<file path="src/rtl/exc_pkg.sv">
// Shared definitions for the exception trap controller: FSM state encoding,
// cause codes, fixed handler vectors and the default ERET opcode.
package exc_pkg;

  typedef enum logic [2:0] {
    ST_IDLE         = 3'd0,
    ST_FLUSH        = 3'd1,
    ST_REDIRECT     = 3'd2,
    ST_HANDLER      = 3'd3,
    ST_RET_FLUSH    = 3'd4,
    ST_RET_REDIRECT = 3'd5,
    ST_HALT         = 3'd6
  } state_t;

  localparam logic [1:0] CAUSE_NONE  = 2'd0;
  localparam logic [1:0] CAUSE_DIV0  = 2'd1;
  localparam logic [1:0] CAUSE_OVF   = 2'd2;
  localparam logic [1:0] CAUSE_OTHER = 2'd3;

  localparam logic [18:0] VEC_DIV0 = 19'h7fff0;
  localparam logic [18:0] VEC_OVF  = 19'h7fff1;

  localparam logic [4:0] ERET_OPC_DEF = 5'b11110;

endpackage

</file>
<file path="src/rtl/exc_sat_counter.sv">
// Saturating event counter with synchronous clear and asynchronous
// active-high reset. Only built when EXC_TRAP_COUNT_EN is defined.
`ifdef EXC_TRAP_COUNT_EN
module exc_sat_counter #(
  parameter int WIDTH = 16
) (
  input  logic             clk,
  input  logic             rst,
  input  logic             inc,
  input  logic             clear,
  output logic [WIDTH-1:0] count
);

  // Count up on inc, stick at all-ones instead of wrapping.
  always_ff @(posedge clk or posedge rst) begin
    if (rst) begin
      count <= '0;
    end else if (clear) begin
      count <= '0;
    end else if (inc && (count != '1)) begin
      count <= count + WIDTH'(1);
    end
  end

endmodule
`endif

</file>
<file path="src/rtl/exc_trap_controller.sv">
// Trap entry/exit sequencer sitting between the EX-stage exception unit and
// the fetch/hazard logic. Captures the faulting PC and cause, holds the
// younger-stage flushes for FLUSH_CYCLES cycles, redirects fetch to the
// handler, and returns to epc+1 on ERET. A fault inside the handler halts
// the core (double fault) until reset.
// Optional build macro EXC_TRAP_COUNT_EN adds a saturating exc_count output
// counting accepted trap entries.
module exc_trap_controller
  import exc_pkg::*;
#(
  parameter int                ADDR_W       = 19,
  parameter int                OPC_W        = 5,
  parameter logic [OPC_W-1:0]  ERET_OPC     = OPC_W'(ERET_OPC_DEF),
  parameter int                FLUSH_CYCLES = 2
) (
  input  logic              clk,
  input  logic              rst,
  input  logic              ex_valid,
  input  logic [OPC_W-1:0]  ex_opcode,
  input  logic [ADDR_W-1:0] ex_pc,
  input  logic              exc_req,
  input  logic [ADDR_W-1:0] exc_handler_addr,
  output logic              flush_if_id,
  output logic              flush_id_ex,
  output logic              flush_ex_mem,
  output logic              pc_redirect_valid,
  output logic [ADDR_W-1:0] pc_redirect_addr,
  output logic [ADDR_W-1:0] epc,
  output logic [1:0]        cause,
  output logic              in_handler,
  output logic              double_fault
`ifdef EXC_TRAP_COUNT_EN
  ,
  output logic [15:0]       exc_count
`endif
);

  // FLUSH_CYCLES is limited to 1..7, so three bits cover the down-counter.
  localparam int CNT_W = 3;

  state_t              state;
  logic [CNT_W-1:0]    flush_cnt;
  logic [ADDR_W-1:0]   vector;
  logic                trap_take;

  // Known vectors map to their dedicated cause; anything else is "other".
  function automatic logic [1:0] vec_to_cause(input logic [ADDR_W-1:0] vec);
    if (vec == ADDR_W'(VEC_DIV0)) begin
      return CAUSE_DIV0;
    end else if (vec == ADDR_W'(VEC_OVF)) begin
      return CAUSE_OVF;
    end else begin
      return CAUSE_OTHER;
    end
  endfunction

  // A new trap is accepted only from IDLE and only for a valid EX instruction.
  always_comb begin
    trap_take = (state == ST_IDLE) && ex_valid && exc_req;
  end

  // Trap sequencing FSM with registered flush/redirect/status outputs.
  always_ff @(posedge clk or posedge rst) begin
    if (rst) begin
      state             <= ST_IDLE;
      flush_cnt         <= '0;
      vector            <= '0;
      epc               <= '0;
      cause             <= CAUSE_NONE;
      flush_if_id       <= 1'b0;
      flush_id_ex       <= 1'b0;
      flush_ex_mem      <= 1'b0;
      pc_redirect_valid <= 1'b0;
      pc_redirect_addr  <= '0;
      in_handler        <= 1'b0;
      double_fault      <= 1'b0;
    end else begin
      pc_redirect_valid <= 1'b0;
      unique case (state)
        ST_IDLE: begin
          if (trap_take) begin
            state        <= ST_FLUSH;
            flush_cnt    <= CNT_W'(FLUSH_CYCLES - 1);
            epc          <= ex_pc;
            vector       <= exc_handler_addr;
            cause        <= vec_to_cause(exc_handler_addr);
            flush_if_id  <= 1'b1;
            flush_id_ex  <= 1'b1;
            flush_ex_mem <= 1'b1;
          end
        end
        // Instructions seen here are being squashed, so exc_req is ignored.
        ST_FLUSH: begin
          if (flush_cnt == '0) begin
            state             <= ST_REDIRECT;
            flush_if_id       <= 1'b0;
            flush_id_ex       <= 1'b0;
            flush_ex_mem      <= 1'b0;
            pc_redirect_valid <= 1'b1;
            pc_redirect_addr  <= vector;
            in_handler        <= 1'b1;
          end else begin
            flush_cnt <= flush_cnt - CNT_W'(1);
          end
        end
        ST_REDIRECT: begin
          state <= ST_HANDLER;
        end
        // An exception beats a simultaneous ERET: that is a double fault.
        ST_HANDLER: begin
          if (ex_valid && exc_req) begin
            state        <= ST_HALT;
            double_fault <= 1'b1;
            flush_if_id  <= 1'b1;
            flush_id_ex  <= 1'b1;
            flush_ex_mem <= 1'b1;
          end else if (ex_valid && (ex_opcode == ERET_OPC)) begin
            state        <= ST_RET_FLUSH;
            flush_if_id  <= 1'b1;
            flush_id_ex  <= 1'b1;
            flush_ex_mem <= 1'b0;
          end
        end
        // ERET itself retires, only the younger stages are flushed.
        ST_RET_FLUSH: begin
          state             <= ST_RET_REDIRECT;
          flush_if_id       <= 1'b0;
          flush_id_ex       <= 1'b0;
          pc_redirect_valid <= 1'b1;
          pc_redirect_addr  <= epc + ADDR_W'(1);
          in_handler        <= 1'b0;
          cause             <= CAUSE_NONE;
        end
        ST_RET_REDIRECT: begin
          state <= ST_IDLE;
        end
        // Absorbing: front end stays flushed until reset.
        ST_HALT: begin
          flush_ex_mem <= 1'b0;
        end
        default: begin
          state <= ST_IDLE;
        end
      endcase
    end
  end

`ifdef EXC_TRAP_COUNT_EN
  exc_sat_counter #(
    .WIDTH (16)
  ) u_exc_count (
    .clk   (clk),
    .rst   (rst),
    .inc   (trap_take),
    .clear (1'b0),
    .count (exc_count)
  );
`endif

endmodule

</file>
<file path="config.mk">
export PLATFORM = sky130hd
export DESIGN_NAME = exc_trap_controller
export DESIGN_NICKNAME = d
export VERILOG_FILES = /design/src/rtl/exc_pkg.sv /design/src/rtl/exc_sat_counter.sv /design/src/rtl/exc_trap_controller.sv
export SDC_FILE = /design/constraint.sdc
export NUM_CORES = 1
export LEC_CHECK = 0
export CORE_MARGIN = 2
export CORE_UTILIZATION = 48
export DETAILED_ROUTE_END_ITERATION = 16
export MAX_ROUTING_LAYER = met4
export PLACE_DENSITY = 0.8
export SETUP_SLACK_MARGIN = 0.5
export SLEW_MARGIN = 20
export SYNTH_ARGS = -nofsm -noshare
export SYNTH_HDL_FRONTEND = slang
export SYNTH_SLANG_ARGS = --single-unit
</file>
<file path="constraint.sdc">
create_clock -name clk -period 3 [get_ports clk]
set_clock_uncertainty 0.15 [all_clocks]
set_input_delay 0.3 -clock clk [delete_from_list [all_inputs] [get_ports clk]]
set_output_delay 0.3 -clock clk [all_outputs]
set_load 0.01 [all_outputs]
</file>
# Word-level counts from Yosys, hierarchy flattened
# Cells that the tools add are included.
[word_totals] output_inout_bits=46 register_bits=70 in_bits=47
[classes] n_reduce_logical=19 n_addsub=2 mux=25 n_eq_ne=12 bitwise_logic=1
[op_table] op="== test 19 bit, second input constant" n=2
[op_table] op="one-hot mux 19 bit (2 select lines)" n=1
[op_table] op="adder 19 x 1 -> 19 bit, second input constant" n=1
[op_table] op="2-to-1 mux 19 bit" n=1
[op_table] op="one-hot mux 3 bit (6 select lines)" n=1
[op_table] op="2-to-1 mux 3 bit" n=5
[op_table] op="AND reduction 4 bit" n=3
[op_table] op="2-to-1 mux 1 bit" n=9
[op_table] op="one-hot mux 1 bit (4 select lines)" n=2
[op_table] op="AND reduction 2 bit" n=4
[op_table] op="nonzero test 4 bit" n=2
[op_table] op="== test 3 x 2 -> 1 bit, second input constant" n=2
[op_table] op="== test 3 bit, second input constant" n=2
[op_table] op="zero test 3 bit" n=2
[op_table] op="!= test 2 bit, second input constant" n=3
[op_table] op="one-hot mux 3 bit (2 select lines)" n=1
[op_table] op="nonzero test 2 bit" n=3
[op_table] op="== test 5 bit, second input constant" n=1
[op_table] op="logical AND 1 bit" n=4
[op_table] op="2-to-1 mux 2 bit" n=2
[op_table] op="one-hot mux 1 bit (2 select lines)" n=2
[op_table] op="one-hot mux 2 bit (2 select lines)" n=1
[op_table] op="== test 3 x 1 -> 1 bit, second input constant" n=1
[op_table] op="!= test 3 bit, second input constant" n=1
[op_table] op="3 further kinds" n=3

# Depth between registers and ports, before layout
[depth] ltp_word=5 ltp_mapped=8

# Worst setup path after synthesis
# OpenSTA, ideal clock, no wires.
[synth_path] path_kind="flip-flop to flip-flop" from="register flush_cnt[0]" to="register pc_redirect_addr[10]" arrival_ns=1.529 stages_incl_launch_ff=9 synth_period_minus_slack_ns=1.816 required_time_ns=2.713 setup_slack_ns=1.184 setup_time_ns=0.137 path_cell_list="dfrtp_1 -> inv_1 -> ha_1 -> and2b_1 -> nand3_2 -> buf_6 -> mux2_1 -> nor2_1 -> a21oi_1"
[synth_via] elab_chain_len=3
[synth_lines] item="start: declaration" line_no="exc_trap_controller.sv:42" text="logic [CNT_W-1:0] flush_cnt;"
[synth_lines] item="start signal: assignment" line_no="exc_trap_controller.sv:83" text="flush_cnt <= CNT_W'(FLUSH_CYCLES - 1);"
[synth_lines] item="start signal: assignment" line_no="exc_trap_controller.sv:103" text="flush_cnt <= flush_cnt - CNT_W'(1);"
[synth_lines] item="zero test 3 bit" line_no="exc_trap_controller.sv:94" text="if (flush_cnt == '0) begin"
[synth_lines] item="!= test 2 bit (no line)"
[synth_lines] item="AND reduction 2 bit (no line)"
[synth_lines] item="end signal: assignment" line_no="exc_trap_controller.sv:100" text="pc_redirect_addr <= vector;"
[synth_lines] item="end signal: assignment" line_no="exc_trap_controller.sv:130" text="pc_redirect_addr <= epc + ADDR_W'(1);"
[synth_lines] item="end: declaration" line_no="exc_trap_controller.sv:27" text="output logic [ADDR_W-1:0] pc_redirect_addr,"
# No other way between the ends.
# A chain may end at the register's enable or synchronous reset.

# Final worst setup path
[layout_path] from="register flush_cnt[0]" to="register pc_redirect_addr[0]"
# Same word-level chain as after synthesis.

==> reports/results.ini <==
[cells_and_area]
area_delta_synth_final_pct=33.3
final_util=0.667
diodes=0
drive_gt1_frac=0.0865
fin_nets=440
final_cell_area_sq_um=4550

[cts]
post_cts.repair.setup_buffers=0
cts-buffers-inserted=9
clk_pin_slew_ns=0.07
cts_hold_buffers=0
cts_root_buffer=clkbuf_8
cts_resized=0
cts.sinks=70
clk_latency_ns=0.34
cts_tree=built
cts_max_level=3
clockBufferDepth=2

[sta]
setup_violations=0
timing.final.crit_share=0.744
max_slew_margin=0.414
hold_viol_final=0
slew_viol_final=0
worst_slew_pin_slew_ns=0.878
setup-tns-final_ns=0
rsz0062_at_grt=no
period_needed_ns=2.23
fmax_mhz=448

[synth]
syn-cell-area_sq_um=3420
syn_inst=297
ys_async_sr_fraction=1.00
synth_compound_area_frac=0.0689
ys_seq_area_frac=0.513
muxShareOfSynthArea=0.187
synth_xor_area_frac=0.0436
synth-simple-area-share=0.140
yosysTopAreaCell=dfrtp_1
ys.flop_type=dfrtp_1
yosysTopAreaCellShare=0.513
synth_fa_ha_area_frac=0.0110
synth_commonest_cells=dfrtp_1 (70), mux2_1 (43), nor2_1 (24), nand2_1 (22), a21oi_1 (18)
synth_seq_cells=70
synth_nets=347
synth_top_family_by_area=multiplexers
ys_warn_count=0
synth_cell_types=45
synth_area_leaders=dfrtp_1 (51%), mux2_1 (14%), xnor2_1 (3.6%)
avgSynthCellArea_sq_um=11.5
synth_edf_count=0
synth_most_common_cell=dfrtp_1

[power]
leakage_uw=0.00195
power_per_cell_area_nw_per_um2=966
peakVddDrop_mv=0.482
power_uw=4400

[setup_path]
start_kind=flop
cp-end-kind=flop
cp_max_fo=18
slowest_stage=mux2_1
crit_required_ns=3.07
cpLargestDelayFamily=simple AND/OR/NAND/NOR gates
critPathBufInv=1
cpPeakStageDelay_ns=0.50
arrival_ns=2.30
crit_chain=inv_1 > ha_1 > and2b_1 > nand3_2 > mux2_1 > nor2_1 > a21oi_1
critPathKind=reg -> reg

[global_route]
antenna_found_initial=0
grt_pass1_wl_microns=11900
grt_pass1_vias=2445
grt-ovfl-total=0
grt_max_degree=44
grt_usage=0.208

[worst_hold_path]
hold_path.class=in -> async

[route]
post_drt_wl_per_cell_microns=15.1
route.detailed.drc=0
drtIter0Drc=88
via_per_inst=5.26
dr.pass1.iters=4
ant_nets=0
num_vias=2570
routed_wirelength_microns=7380

[status]
run_status=finished, final reports clean

[flow_run]
cap_violations=0

[floorplan]
dieHeight_microns=88.4
initial_utilization=0.500
num_rows=30
core_sq_um=6830
io_pins=93
fp.dieW_microns=88.4
die_area_sq_um=7810

[placed_design]
dp_hpwl_microns=5420
port_buffers=92
place_congestion=0.900
placed_area_sq_um=4400

## per-layer routing
layer	wire length, microns	track usage	vias up
li1	-	-	1241
met1	3370	0.268	1259
met2	3630	0.331	59
met3	277	0.0410	11
met4	102	0.0702	0
met5	0	-	-
## layout make-up
class	count	area, sq um
multi-input combinational	205	1540
clock inverter	2	10.0
tap	96	120
sequential	70	1750
clock buffer	12	145
inverter	7	26.3
fill	555	2280
timing repair buffer	97	958
## power by group
part	internal (uW)	total, uW	switching (uW)	leakage [uW]
registers	1410	1860	444	0.000838
logic	1100	1910	814	0.00103
clock network	311	627	316	0.0000821
## flip-flops by register name, summed over array words and instances, names as in the netlist, 2 cells and up
register / cells
cause: 2
vector: 19
state: 3
pc_redirect_addr: 19
epc: 19
flush_cnt: 3
## logic make-up after synthesis
family,after synthesis
flops,70
fa+ha+maj,3
xor+xnor,17
mux,58
simple gates,85
buf+inv,22
compound gates,42
## metrics by stage
stage,worst slack (ns),instances,hold WS [ns]
global route,0.596,489,0.340
global placement,0.775,475,0.306
floorplan,0.782,297,0.247
finish,0.767,489,0.319
detailed placement,0.731,475,0.308
CTS,0.742,489,0.324
## worst paths after layout
check	from	end	slack, ns	cells after the start
hold / removal	rst	pc_redirect_addr[12]	0.32	2
max in group asynchronous	rst	pc_redirect_addr[4]	1.62	3
min in group clk	double_fault	double_fault	0.32	1
hold reg to reg	double_fault	double_fault	0.32	1
setup / recovery	flush_cnt[0]	pc_redirect_addr[0]	0.77	7
setup reg to reg	flush_cnt[0]	pc_redirect_addr[0]	0.77	7
## worst reg2reg max path, delay by kind of cell, from the launching register on
kind            cells  cell delay, ns
compound gates      1            0.04
mux                 1            0.50
simple gates        3            0.71
buf+inv             1            0.10
fa+ha+maj           1            0.20
flops               1            0.40
## placed cells by master (no fill, tap or decap), types with 3 or more instances in the layout
cell type and instances:
nand2_1 22, clkbuf_8 10, ha_1 3, buf_4 5, mux2_1 43, nand3_1 10, xnor2_1 14, and4_1 3
xor2_1 3, a21oi_1 18, clkdlybuf4s50_1 92, inv_1 5, mux2_2 4, o21ai_1 3, o21ai_0 11, mux2i_1 11
nor2_1 23, nand4_1 6, dfrtp_1 70
No activity file was read; power rests on OpenSTA's default activity.
==> RTL change 1: new RTL, same flow settings <==
Put one more register stage on the output `double_fault`, cleared by the reset. The value now appears one clock later. The other outputs are not delayed to match.
--- a/src/rtl/exc_trap_controller.sv
+++ b/src/rtl/exc_trap_controller.sv
@@ -39,4 +39,6 @@
   localparam int CNT_W = 3;
 
+  logic double_fault_s0;
+
   state_t              state;
   logic [CNT_W-1:0]    flush_cnt;
@@ -74,5 +76,5 @@
       pc_redirect_addr  <= '0;
       in_handler        <= 1'b0;
-      double_fault      <= 1'b0;
+      double_fault_s0   <= 1'b0;
     end else begin
       pc_redirect_valid <= 1'b0;
@@ -111,5 +113,5 @@
           if (ex_valid && exc_req) begin
             state        <= ST_HALT;
-            double_fault <= 1'b1;
+            double_fault_s0 <= 1'b1;
             flush_if_id  <= 1'b1;
             flush_id_ex  <= 1'b1;
@@ -158,4 +160,12 @@
 `endif
 
+  always_ff @(posedge clk or posedge rst) begin
+    if (rst) begin
+      double_fault <= '0;
+    end else begin
+      double_fault <= double_fault_s0;
+    end
+  end
+
 endmodule
 
Check against the original RTL: not equivalent (Yosys sat finds a counterexample within 10 cycles, from zero or initial values and one cycle with rst high).
==> RTL change 1 against the unedited design <==
Synthesized cell count increased by 0.34%. Global-route usage decreased by 0.57 points. Power grew 0.79%. Sequential cell count up 1. Wire length up 0.60%. Via count rose by 0.62%. Largest power group unchanged. Design area is 0.71% higher. Worst setup slack got worse by 37 ps. Fmax is 1.6% lower. Synthesized area is 0.73% higher.
==> RTL change 1: results (changes against the unedited design) <==
\begin{tabular}{lr}
\hline
Metric & Value \\
\hline
\multicolumn{2}{l}{\textbf{Placement}} \\
\quad Final weighted congestion in routability-driven placement & 0.838 (was 0.900) \\
\quad Dpl cell area & 0.00443 sq mm (was 0.00440 sq mm) \\
\quad Pre-CTS setup slack & 696 ps (was 731 ps) \\
\quad Detailed-placement wirelength estimate & 5480 microns (was 5420 microns) \\
\multicolumn{2}{l}{\textbf{Power}} \\
\quad Worst supply voltage drop on vdd & 580 uV (was 482 uV) \\
\quad Leakage Power & 1.96 nW (was 1.95 nW) \\
\multicolumn{2}{l}{\textbf{Clock tree}} \\
\quad Clock insertion delay at the later pin of the skew report & 320 ps (was 340 ps) \\
\quad Post-CTS Setup Inserts & 0 (unchanged) \\
\multicolumn{2}{l}{\textbf{Cells and area}} \\
\quad Post-route insts no fill & 490 (was 489) \\
\quad Inserted Diodes & 0 (unchanged) \\
\quad Layout cells sized above 1 & 8.12\% (was 8.65\%) \\
\multicolumn{2}{l}{\textbf{Routing}} \\
\quad DRC marker count from the first detailed-route iteration & 133 (was 88) \\
\quad Total number of vias & 2586 (was 2570) \\
\quad Drt total wl & 7420 microns (was 7380 microns) \\
\multicolumn{2}{l}{\textbf{Setup path}} \\
\quad Number of cell instances on the worst register-to-register path & 7 (unchanged) \\
\quad Worst-path maximum fanout & 17 (was 18) \\
\quad CP max stage cell & nand3\_2 (was mux2\_1) \\
\quad Peak per-stage delay on the critical path & 430 ps (was 500 ps) \\
\multicolumn{2}{l}{\textbf{Global route}} \\
\quad Largest net degree at the start of global routing & 45 (was 44) \\
\quad Overall fraction of global-route tracks in use & 20.2\% (was 20.8\%) \\
\quad Global-route wire length before repair & 11700 microns (was 11900 microns) \\
\quad Vias in the first global route & 2479 (was 2445) \\
\multicolumn{2}{l}{\textbf{Outcome}} \\
\quad Status & completed (unchanged) \\
\multicolumn{2}{l}{\textbf{Logic synthesis}} \\
\quad Number of warnings issued by yosys & 0 (unchanged) \\
\quad Sequential area share after synthesis & 51.6\% (was 51.3\%) \\
\quad Synthesized net count & 348 (was 347) \\
\quad Post-synthesis area per instance & 11.5 sq um (about the same) \\
\quad Top cells by area, synth & dfrtp\_1 (52\%), mux2\_1 (14\%), xnor2\_1 (3.6\%) (was dfrtp\_1 (51\%), mux2\_1 (14\%), xnor2\_1 (3.6\%)) \\
\quad Most used standard cells in the synthesized netlist & dfrtp\_1 (71), mux2\_1 (43), nor2\_1 (24) (was dfrtp\_1 (70), mux2\_1 (43), nor2\_1 (24)) \\
\multicolumn{2}{l}{\textbf{STA}} \\
\quad Least-Margin Pin Slew & 598 ps (was 878 ps) \\
\hline
\end{tabular}
[RTL change 1: logic make-up after synthesis]
group,after synthesis,share of synthesized area [%]
buffers and inverters,22,3.60
AND/OR/NAND/NOR,85,13.9
AO/OA/AOI/OAI,42,6.84
multiplexers,58,18.6
XOR/XNOR,17,4.33
adder cells (fa/ha/maj),3,1.09
flip-flops,71,51.6
[RTL change 1: power breakdown]
group | switching [mW] | total (mW) | internal [mW]
clock | 0.311 | 0.630 | 0.319
sequential | 0.448 | 1.88 | 1.43
combinational | 0.820 | 1.92 | 1.10
total | 1.58 | 4.43 | 2.85
[RTL change 1: layer usage]
| layer | global-route usage (%) | vias up | wire length [microns] |
|---|---|---|---|
| met1 | 27.1 | 1271 | 3400 |
| li1 | - | 1237 | - |
| met5 | - | - | 0 |
| met4 | 7.16 | 0 | 110 |
| met2 | 30.7 | 71 | 3610 |
| met3 | 4.10 | 7 | 307 |
[RTL change 1: final cells by class]
class / instances / area (sq um)
inverters: 7 / 26.3
multi-input cells: 205 / 1540
repair buffers: 96 / 963
fillers: 551 / 2280
flip-flops and latches: 71 / 1780
well taps: 96 / 120
clock buffers: 14 / 153
clock inverters: 1 / 5.00
[RTL change 1: path summary, 6_finish.rpt]
check                                 from                    to  slack [ps]
min in group clk           double_fault_s0          double_fault         230
setup / recovery              flush_cnt[0]   pc_redirect_addr[4]         730
max in group asynchronous              rst                epc[4]        1850
hold reg to reg            double_fault_s0          double_fault         230
setup reg to reg              flush_cnt[0]   pc_redirect_addr[4]         730
hold / removal                         rst  pc_redirect_addr[10]         220
==> RTL change 2: new RTL, config.mk and constraints unchanged <==
Made on the original files. Set the parameter `OPC_W` to 10 (it was 5).
--- a/src/rtl/exc_trap_controller.sv
+++ b/src/rtl/exc_trap_controller.sv
@@ -10,5 +10,5 @@
 #(
   parameter int                ADDR_W       = 19,
-  parameter int                OPC_W        = 5,
+  parameter int                OPC_W        = 10,
   parameter logic [OPC_W-1:0]  ERET_OPC     = OPC_W'(ERET_OPC_DEF),
   parameter int                FLUSH_CYCLES = 2
Interface: changed (resized ex_opcode); port bits go from 93 to 98. The function was not compared with the original's and may differ.
==> RTL change 2 against the unedited design <==
Final cell count up 17%. Non-clock buffer count up 8. Largest power group is now registers. Design area grew 4.0%. Global-route usage grew 4.6 points. Sequential cell count unchanged. Wire length grew 23%. Power shrank 2.6%. Count of clock-buffer cells in the layout down 2. Synthesized area up 0.37%. Worst setup slack worse by 43 ps.
==> RTL change 2: results (changes against the unedited design) <==
\begin{tabular}{lr}
\hline
Metric & Value \\
\hline
\multicolumn{2}{l}{\textbf{Setup path}} \\
\quad Number of cell instances on the worst register-to-register path & 6 (was 7) \\
\quad Worst-path maximum fanout & 9 (was 18) \\
\quad CP max stage cell & or4b\_1 (was mux2\_1) \\
\quad RR Endpoint & pc\_redirect\_addr[2] (was pc\_redirect\_addr[0]) \\
\multicolumn{2}{l}{\textbf{Placement}} \\
\quad Cell total after placement & 556 (was 475) \\
\quad IO Port Bufs & 97 (was 92) \\
\multicolumn{2}{l}{\textbf{Cells and area}} \\
\quad Multi-input logic cell count & 278 (was 205) \\
\quad Multi-input logic portion of the cell area & 33.2\% (was 33.9\%) \\
\quad Non-clock buffer area fraction after layout & 22.0\% (was 21.0\%) \\
\quad Number of non-clock buffers & 105 (was 97) \\
\quad Share of final layout cell area taken by clock buffers and inverters & 4.52\% (was 3.41\%) \\
\quad Logic inverters & 9 (was 7) \\
\quad Total of fill cells in the finished design & 566 (was 555) \\
\multicolumn{2}{l}{\textbf{Routing}} \\
\quad Detailed-routed wire length on met2 & 4480 microns (was 3630 microns) \\
\quad Drt total wl & 9100 microns (was 7380 microns) \\
\quad DRT Pass-1 Iters & 5 (was 4) \\
\quad Amount of wire on met3 after detailed routing & 581 microns (was 277 microns) \\
\quad Wire length on met1 & 3920 microns (was 3370 microns) \\
\quad Total number of vias & 3122 (was 2570) \\
\multicolumn{2}{l}{\textbf{Logic synthesis}} \\
\quad Sequential area share after synthesis & 51.1\% (was 51.3\%) \\
\quad Number of library cell types mapped by synthesis & 46 (was 45) \\
\quad Synthesized net count & 429 (was 347) \\
\quad Compound-cell area share of the yosys netlist & 7.81\% (was 6.89\%) \\
\quad Top cells by area, synth & dfrtp\_1 (51\%), nand2\_1 (14\%), mux2i\_1 (6.7\%) (was dfrtp\_1 (51\%), mux2\_1 (14\%), xnor2\_1 (3.6\%)) \\
\multicolumn{2}{l}{\textbf{Global route}} \\
\quad Overall fraction of global-route tracks in use & 25.4\% (was 20.8\%) \\
\quad Global-route wire length before repair & 14600 microns (was 11900 microns) \\
\multicolumn{2}{l}{\textbf{Outcome}} \\
\quad Status & completed (unchanged) \\
\multicolumn{2}{l}{\textbf{STA}} \\
\quad Least-Margin Pin Slew & 655 ps (was 878 ps) \\
\hline
\end{tabular}
RTL change 2: changes by cell type after synthesis, sizes merged, moves of 9 or more:
cell | before | now
mux2i | 11 | 23
nor2 | 25 | 10
a21oi | 18 | 4
clkbuf | 4 | 13
mux2 | 47 | 0
nand2 | 23 | 129
RTL change 2: power by group through the flow:
stage	registers, mW	clock network [mW]	logic [mW]
6_report	1.81	0.826	1.65
5_1_grt	1.87	0.879	1.82
4_1_cts	1.80	0.832	1.66
3_5_place_dp	1.81	0	1.64
3_3_place_gp	1.80	0	1.58
2_1_floorplan	1.81	0	0.754
RTL change 2: metrics by stage:
stage / utilization [%] / setup WS [ps] / area [sq um] / power, mW / hold WS [ps]
global route: 69.0 / 593 / 4740 / 4.57 / 276
detailed placement: 65.6 / 563 / 4510 / 3.46 / 313
global placement: 65.6 / 601 / 4510 / 3.38 / 294
finish: 69.0 / 724 / 4740 / 4.29 / 219
floorplan: - / 782 / 3430 / 2.56 / 255
CTS: 68.7 / 698 / 4720 / 4.29 / 234
